===== config.mk =====
export PLATFORM = sky130hd
export DESIGN_NAME = cdr_decision_mv
export DESIGN_NICKNAME = d
export VERILOG_FILES = /design/src/rtl/cdr_decision_mv.sv
export SDC_FILE = /design/constraint.sdc
export NUM_CORES = 1
export LEC_CHECK = 0
export ABC_AREA = 1
export CAP_MARGIN = 30
export CORE_UTILIZATION = 57
export DETAILED_ROUTE_END_ITERATION = 6
export HOLD_SLACK_MARGIN = 0.03
export MAX_ROUTING_LAYER = met4
export PLACE_DENSITY = 0.81
export SLEW_MARGIN = 20
export SYNTH_ARGS = -nofsm -noshare
export SYNTH_HDL_FRONTEND = slang
export SYNTH_SLANG_ARGS = --single-unit

===== constraint.sdc =====
create_clock -name i_clk -period 3.32 [get_ports i_clk]
set_clock_uncertainty 0.1 [all_clocks]
set_input_delay 0.83 -clock i_clk [delete_from_list [all_inputs] [get_ports i_clk]]
set_output_delay 0.83 -clock i_clk [all_outputs]
set_load 0.005 [all_outputs]

===== src/rtl/cdr_decision_mv.sv =====
// Chip-decision stage of the CDR: tracks the sample position within each chip,
// decides each chip from its centre sample or a majority vote, and re-times frame sync.
module cdr_decision_mv #(
  parameter int unsigned NB_P_W       = 6,
  parameter int unsigned PHASE_W      = 2,
  parameter int unsigned STROBE_PHASE = 3,
  parameter int unsigned VOTE_MAX     = 7,
  parameter bit          INVERT       = 1'b1
) (
  input  logic              i_clk,
  input  logic              i_rst,
  input  logic              i_dir,
  input  logic [PHASE_W-1:0] i_cnt_d,
  input  logic [NB_P_W-1:0] i_nb_P,
  input  logic [2:0]        i_vote,
  input  logic              i_mode,
  input  logic              i_flag,
  output logic              o_data,
  output logic              o_valid,
  output logic              o_conf,
  output logic              o_flag,
  output logic              o_cfg_err
);

  localparam int unsigned W = NB_P_W + 1;

  logic              strobe;
  logic              cfg_err_d, cfg_err_q;
  logic [NB_P_W-1:0] cnt_d, cnt_q;
  logic [2:0]        ones_d, ones_q;
  logic              pending_d, pending_q;
  logic              data_d, data_q;
  logic              valid_d, valid_q;
  logic              conf_d, conf_q;
  logic              flag_d, flag_q;
  logic [2:0]        vote_m1;
  logic [2:0]        acc;
  logic [W-1:0]      nbp_m1, c, h, lo, hi, cnt_x, veff;
  logic              in_win, at_hi;

  always_comb begin
    strobe    = (i_cnt_d == PHASE_W'(STROBE_PHASE));
    cfg_err_d = (i_nb_P < NB_P_W'(2)) | ~i_vote[0] | (32'(i_vote) > VOTE_MAX)
              | (i_mode & (NB_P_W'(i_vote) > i_nb_P));

    // Window bounds are formed in NB_P_W+1 bits so out-of-range configs wrap predictably.
    vote_m1 = i_vote - 3'd1;
    nbp_m1  = W'(i_nb_P) - W'(1);
    c       = nbp_m1 >> 1;
    h       = i_mode ? W'(vote_m1[2:1]) : '0;
    lo      = c - h;
    hi      = c + h;
    veff    = (h << 1) + W'(1);
    cnt_x   = W'(cnt_q);
    in_win  = (cnt_x >= lo) && (cnt_x <= hi);
    at_hi   = (cnt_x == hi);

    if (cnt_x == lo) begin
      acc = {2'b00, i_dir};
    end else if (32'(ones_q) >= VOTE_MAX) begin
      acc = ones_q;
    end else begin
      acc = ones_q + {2'b00, i_dir};
    end

    cnt_d     = cnt_q;
    ones_d    = ones_q;
    pending_d = pending_q | i_flag;
    data_d    = data_q;
    valid_d   = 1'b0;
    conf_d    = conf_q;
    flag_d    = 1'b0;

    if (cfg_err_q) begin
      cnt_d  = '0;
      ones_d = '0;
    end else if (strobe) begin
      cnt_d = (cnt_x >= nbp_m1) ? '0 : cnt_q + NB_P_W'(1);
      if (in_win) begin
        ones_d = acc;
      end
      // A flag arriving on the decision strobe itself attaches to this decision.
      if (at_hi) begin
        valid_d   = 1'b1;
        data_d    = (W'(acc) > h) ^ INVERT;
        conf_d    = (acc == 3'd0) | (W'(acc) == veff);
        flag_d    = pending_q | i_flag;
        pending_d = 1'b0;
      end
    end
  end

  always_ff @(posedge i_clk or posedge i_rst) begin
    if (i_rst) begin
      cfg_err_q <= 1'b0;
      cnt_q     <= '0;
      ones_q    <= '0;
      pending_q <= 1'b0;
      data_q    <= 1'b0;
      valid_q   <= 1'b0;
      conf_q    <= 1'b0;
      flag_q    <= 1'b0;
    end else begin
      cfg_err_q <= cfg_err_d;
      cnt_q     <= cnt_d;
      ones_q    <= ones_d;
      pending_q <= pending_d;
      data_q    <= data_d;
      valid_q   <= valid_d;
      conf_q    <= conf_d;
      flag_q    <= flag_d;
    end
  end

  assign o_data    = data_q;
  assign o_valid   = valid_q;
  assign o_conf    = conf_q;
  assign o_flag    = flag_q;
  assign o_cfg_err = cfg_err_q;

endmodule


Word level (Yosys, flattened, before mapping)
Cells that the tools add are included.
{ "classes": {"addsub": 7, "n_lt_le_gt_ge": 7, "eq_ne": 4, "n_mux": 18, "bitwise_logic": 8, "n_reduce_logical": 6} }
{ "ops": {"columns": ["cell", "n"], "rows": [
  ["6-bit 2-to-1 mux", 3],
  ["3-bit 2-to-1 mux", 5],
  ["6-bit by 7-bit == test with 1-bit output", 2],
  ["6-bit by 7-bit >= comparator with 1-bit output", 2],
  ["1-bit 2-to-1 mux", 9],
  ["6-bit by 2-bit adder with 7-bit output", 1],
  ["6-bit by 7-bit <= comparator with 1-bit output", 1],
  ["6-bit by 1-bit subtractor with 7-bit output (second input constant)", 1],
  ["6-bit by 2-bit subtractor with 7-bit output", 1],
  ["6-bit by 1-bit adder with 6-bit output (second input constant)", 1],
  ["3-bit by 6-bit > comparator with 1-bit output", 1],
  ["6-bit by 2-bit less-than comparator with 1-bit output (second input constant)", 1],
  ["3-bit by 1-bit adder with 4-bit output (second input constant)", 1],
  ["3-bit by 4-bit == test with 1-bit output", 1],
  ["1-bit OR", 4],
  ["2-bit nonzero test", 2],
  ["3-bit by 1-bit adder with 3-bit output", 1],
  ["3-bit >= comparator (second input constant)", 1],
  ["3-bit by 2-bit > comparator with 1-bit output", 1],
  ["3-bit logical NOT", 1],
  ["1-bit inverter", 3],
  ["3-bit AND reduction", 1],
  ["3-bit by 1-bit subtractor with 3-bit output (second input constant)", 1],
  ["2-bit == test (second input constant)", 1],
  ["other kinds (4)", 4]
]} }
{ "word_totals": {"ff_bits": 15, "in_bits": 16} }

Longest topological paths before layout
{ "logic_depth": {"word_depth": 8, "mapped_depth": 25, "mapped_depth_nobuf": 25} }

Worst setup path after synthesis
No wires, ideal clock.
{ "synth_timing": {"path_type": "input port to flip-flop", "start": "input i_vote[0]", "end": "register data_q, in the netlist o_data", "setup_ns": 0.116, "arrival_ns": 3.968, "t_required_ns": 3.104, "path_slack_ns": -0.864, "cell_stages": 24, "path_cell_list": "inv_1 -> ha_1 -> nand2_1 -> inv_1 -> nor3_1 -> inv_1 -> ha_1 -> a21oi_1 -> nand2_1 -> xor2_1 -> ha_1 -> nand2_1 -> nor3_1 -> nand3_4 -> nand2_1 -> inv_1 -> ha_1 -> inv_1 -> nor2_1 -> nand3_1 -> nand2_1 -> inv_1 -> nand2_1 -> nand2_1"} }
{ "synth_between": {"elab_chain_len": 7} }
{ "synth_rtl": {"columns": ["item", "line_no", "rtl"], "rows": [
  ["from (decl)", "15", "input logic [2:0] i_vote,"],
  ["3-bit by 1-bit subtractor with 3-bit output *", "47", "vote_m1 = i_vote - 3'd1;"],
  ["2-bit 2-to-1 mux *", "50", "h = i_mode ? W'(vote_m1[2:1]) : '0;"],
  ["6-bit by 2-bit subtractor with 7-bit output", "51", "lo = c - h;"],
  ["6-bit by 7-bit == test with 1-bit output", "58", "if (cnt_x == lo) begin"],
  ["3-bit 2-to-1 mux", "58", null],
  ["3-bit by 2-bit > comparator with 1-bit output", "85", "data_d = (W'(acc) > h) ^ INVERT;"],
  ["1-bit inverter (no source line)", null, null],
  ["to (signal assigned)", "108", "data_q <= data_d;"],
  ["to (decl)", "32", "logic data_d, data_q;"]
]} }
Every way passes the cells marked *; elsewhere a longest branch is shown, timed or not.
A chain may end at the register's enable or synchronous reset.

Final worst setup path
{ "layout_timing": {"start": "input i_vote[0]", "end": "register conf_q, in the netlist o_conf"} }
{ "layout_between": {"elab_chain_len": 7} }
{ "layout_rtl": {"columns": ["item", "line_no", "rtl"], "rows": [
  ["3-bit by 1-bit subtractor with 3-bit output *", "47", null],
  ["2-bit 2-to-1 mux *", "50", null],
  ["6-bit by 2-bit subtractor with 7-bit output", "51", null],
  ["6-bit by 7-bit == test with 1-bit output", "58", null],
  ["3-bit 2-to-1 mux", "58", null],
  ["3-bit by 4-bit == test with 1-bit output or 3-bit logical NOT (tied branches)", "86", "conf_d = (acc == 3'd0) | (W'(acc) == veff);"],
  ["1-bit OR", "86", null],
  ["to (signal assigned)", "110", "conf_q <= conf_d;"],
  ["to (decl)", "34", "logic conf_d, conf_q;"]
]} }
Marks and branches as above.

==> metrics <==
status=finished with violations; violations in the final reports=negative setup slack; endpoint kind of the worst setup timing path=register; crit-path max cell delay=0.35 ns; Iter 0 DRT Violations=239; CP Buf/Inv Count=5; worst reg2reg setup slack=1.04 ns; Clock Root Buffer=sky130_fd_sc_hd__clkbuf_4; instance count along the most critical hold path=2; fraction of final layout cells with drive strength greater than 1=40.3%; mean area per synthesized cell=7.15 um^2; simple-gate portion of the synthesized area=35.1%; Total Routed Length=6670 um; unrepaired setup endpoints after global routing=true; chip height=58.2 um; area fraction in compound gates after synthesis=under 10%; number of cell rows=20; core utilization of the finished layout=around nine tenths; Setup CP Type=input pin to register; top fanout value on the critical path=3; drt drc=0; xor and xnor fraction of the mapped netlist area=between 4 and 5%; most common cell after layout, fill and taps aside=sky130_fd_sc_hd__buf_4; shortest period the worst path allows=3.58 ns; number of CTS-inserted buffers=3; pre-CTS setup slack=-0.992 ns; crit path setup slack, layout=-0.260 ns; Yosys cell types=28; number of setup violations in the final report=8; Antenna Cells=0; insertion delay to the later sink of the worst-skew pair=0.29 ns; power per standard cell area=~240 mW/mm^2; number of hold buffers added after CTS=0; Area Overhead vs Synth=52.2%; highest clock rate=279 MHz; Fill cells=140; Worst setup SP type=input pin; mean number of vias per cell=5.88; Sinks on Clock Net=15; Worst Hold Margin=0.397 ns; combinational family with the most area after synthesis=simple AND/OR/NAND/NOR gates; number of antenna violations at the first check in global routing=0; PnR Total Power=0.655 mW; Port-buffer cells=20; sink of the worst hold path=o_data; actual transition at the worst max-transition pin=0.550 ns; hold path start=o_data; TritonCTS clock tree=done; CTS H-tree lvls=1; Max-slew headroom=63.3%; final hold violations=0; effective utilization at floorplan=59.5%; arrival time of data at the critical path endpoint=3.71 ns; number of ports placed on the die boundary=21; fraction of synthesized area in multiplexers=0%; max-slew violation total from the final report=0; Horiz. Die Dim=58.2 um; number of warning messages in the yosys log=0; slowest library cell on the worst path=sky130_fd_sc_hd__fa_2; synthesized net count=299; Placer Congestion=0.854; Final Cycle Share=108%; commonest cells after routing, fill and taps aside=sky130_fd_sc_hd__buf_4 (51), sky130_fd_sc_hd__nand2_1 (48), sky130_fd_sc_hd__nand3_1 (26); total routing resource utilization after global routing=38.3%; number of iterations in the first detailed-routing pass=5; via count of the first global-routing pass=2015; number of nets in the finished design=between 300 and 400; CP required=3.45 ns; gate family responsible for the most delay along the worst path=simple AND/OR/NAND/NOR gates; Routed wire per std cell=17.8 um; sequential share of the synthesized area=20.8%; FF-to-FF End=o_data; Adder-Cell Fraction of Synth Area=approximately 22%; number of flip-flops and latches in the synthesized netlist=15; final HPWL from detailed placement=slightly below 4000 um; cell-by-cell trace of the critical path=buf_8, inv_8, ha_4, nor2_4, ha_4, inv_4, fa_2, nand3b_4, xnor2_2, ha_1, and3_4, nand4_1, buf_4, nor2_4, nand2_4, inv_4, nand2_2, nor2_2, nand3_1, nand2_1; static leakage=roughly 1.4 nW; total area of multi-input combinational cells=0.00149 mm^2; post-route antenna net violation count=0; worst hold path type=register to register; register clock-pin slew on the reported worst setup and hold paths=0.09 ns; GRT overflow=0; Post-Syn Instances=252; post-synthesis instance area=0.00180 mm^2; number of max-capacitance violations reported=0; worst supply voltage drop on vdd=between 0.0002 and 0.0003 V; CP startpoint=i_vote[0]; die outline area=0.00339 mm^2; pin count of the biggest net entering global routing=16; FF/Latch Area=about 380 um^2; r2r worst-path depth=14; Bufs on Longest Clock Path=2; Core Area=0.00303 mm^2; source of the worst register-to-register timing path=cnt_q[2]; total via count after detailed routing=2200; global-route wire length before repair=9330 um
==> registers in the layout (all words and copies together), names as in the netlist <==
name	cells
o_data	1
o_valid	1
o_cfg_err	1
o_conf	1
ones_q	3
pending_q	1
cnt_q	6
o_flag	1
==> per-stage QoR <==
step	setup TNS (ns)	instance area, um^2	cells
floorplan	-0.815	1920	252
global placement	-6.43	2510	360
detailed placement	-7.00	2510	360
CTS	-0.692	2670	370
global route	-3.28	2740	374
finish	-1.37	2740	374
==> worst max-delay path by stage <==
stage,to,slack [ns],depth (start not counted)
after detailed placement,ones_q[1],-0.99,19
final,o_conf,-0.26,20
after CTS,ones_q[1],-0.16,21
after global placement,o_data,-0.91,24
after floorplan,o_data,-0.34,24
after global routing,ones_q[0],-0.50,18
==> layout make-up <==
class / instances / share of cell area [%]
inverters: 44 / 6.94
repair buffers: 74 / 22.2
clock buffers: 4 / 0.958
multi-input cells: 193 / 54.2
flip-flops and latches: 15 / 13.7
well taps: 44 / 2.01
==> worst reg2reg max path, delay by kind of cell (launching register included) <==
kind | cells | cell delay [ns]
buf+inv | 4 | 0.19
simple gates | 8 | 0.74
fa+ha+maj | 2 | 0.62
flops | 1 | 0.50
==> metal layers <==
metal	up-vias	global-route usage (%)	part of all wire (%)	wire (um)
met5	-	-	0	0
met4	0	16.3	7.4	494
met3	62	8.71	9.1	609
met2	141	65.2	48	3220
met1	1022	42.9	35	2340
li1	975	-	-	-
==> report_power, final <==
part	internal [mW]	switching [mW]	leakage (nW)
clock network	0.0468	0.0623	0.0150
logic	0.166	0.181	1.20
registers	0.192	0.00740	0.200
==> cells in the mapped netlist, drive strengths merged <==
cell type,count,share of area (%)
and3,1,0.35
a21o,1,0.42
nand2,63,15
o31ai,1,0.42
nor2,27,6.9
o221ai,1,0.49
o21ai,9,2.5
xor2,6,2.9
nand3,28,8.5
nand4,4,1.4
xnor2,4,1.9
nand3b,2,1.7
nor3,3,0.83
inv,44,9.2
a21oi,10,3.0
ha,29,20
fa,2,2.2
dfrtp,15,21
a21boi,2,0.83
==> cells by family (layout without fill, tap and decap cells) <==
group / count (synthesis) / in the layout
xor+xnor: 10 / 10
compound gates: 24 / 24
fa+ha+maj: 31 / 31
buf+inv: 44 / 122
flops: 15 / 15
simple gates: 128 / 128
==> timing repair <==
item | CTS | global route
setup buffers | 6 | 6
gates resized for setup | 40 | 25
pin swaps | 19 | 23
endpoints found under the hold margin | 0 | 0
setup endpoints to repair | 8 | 8
Power figures use the tool's default switching activity.
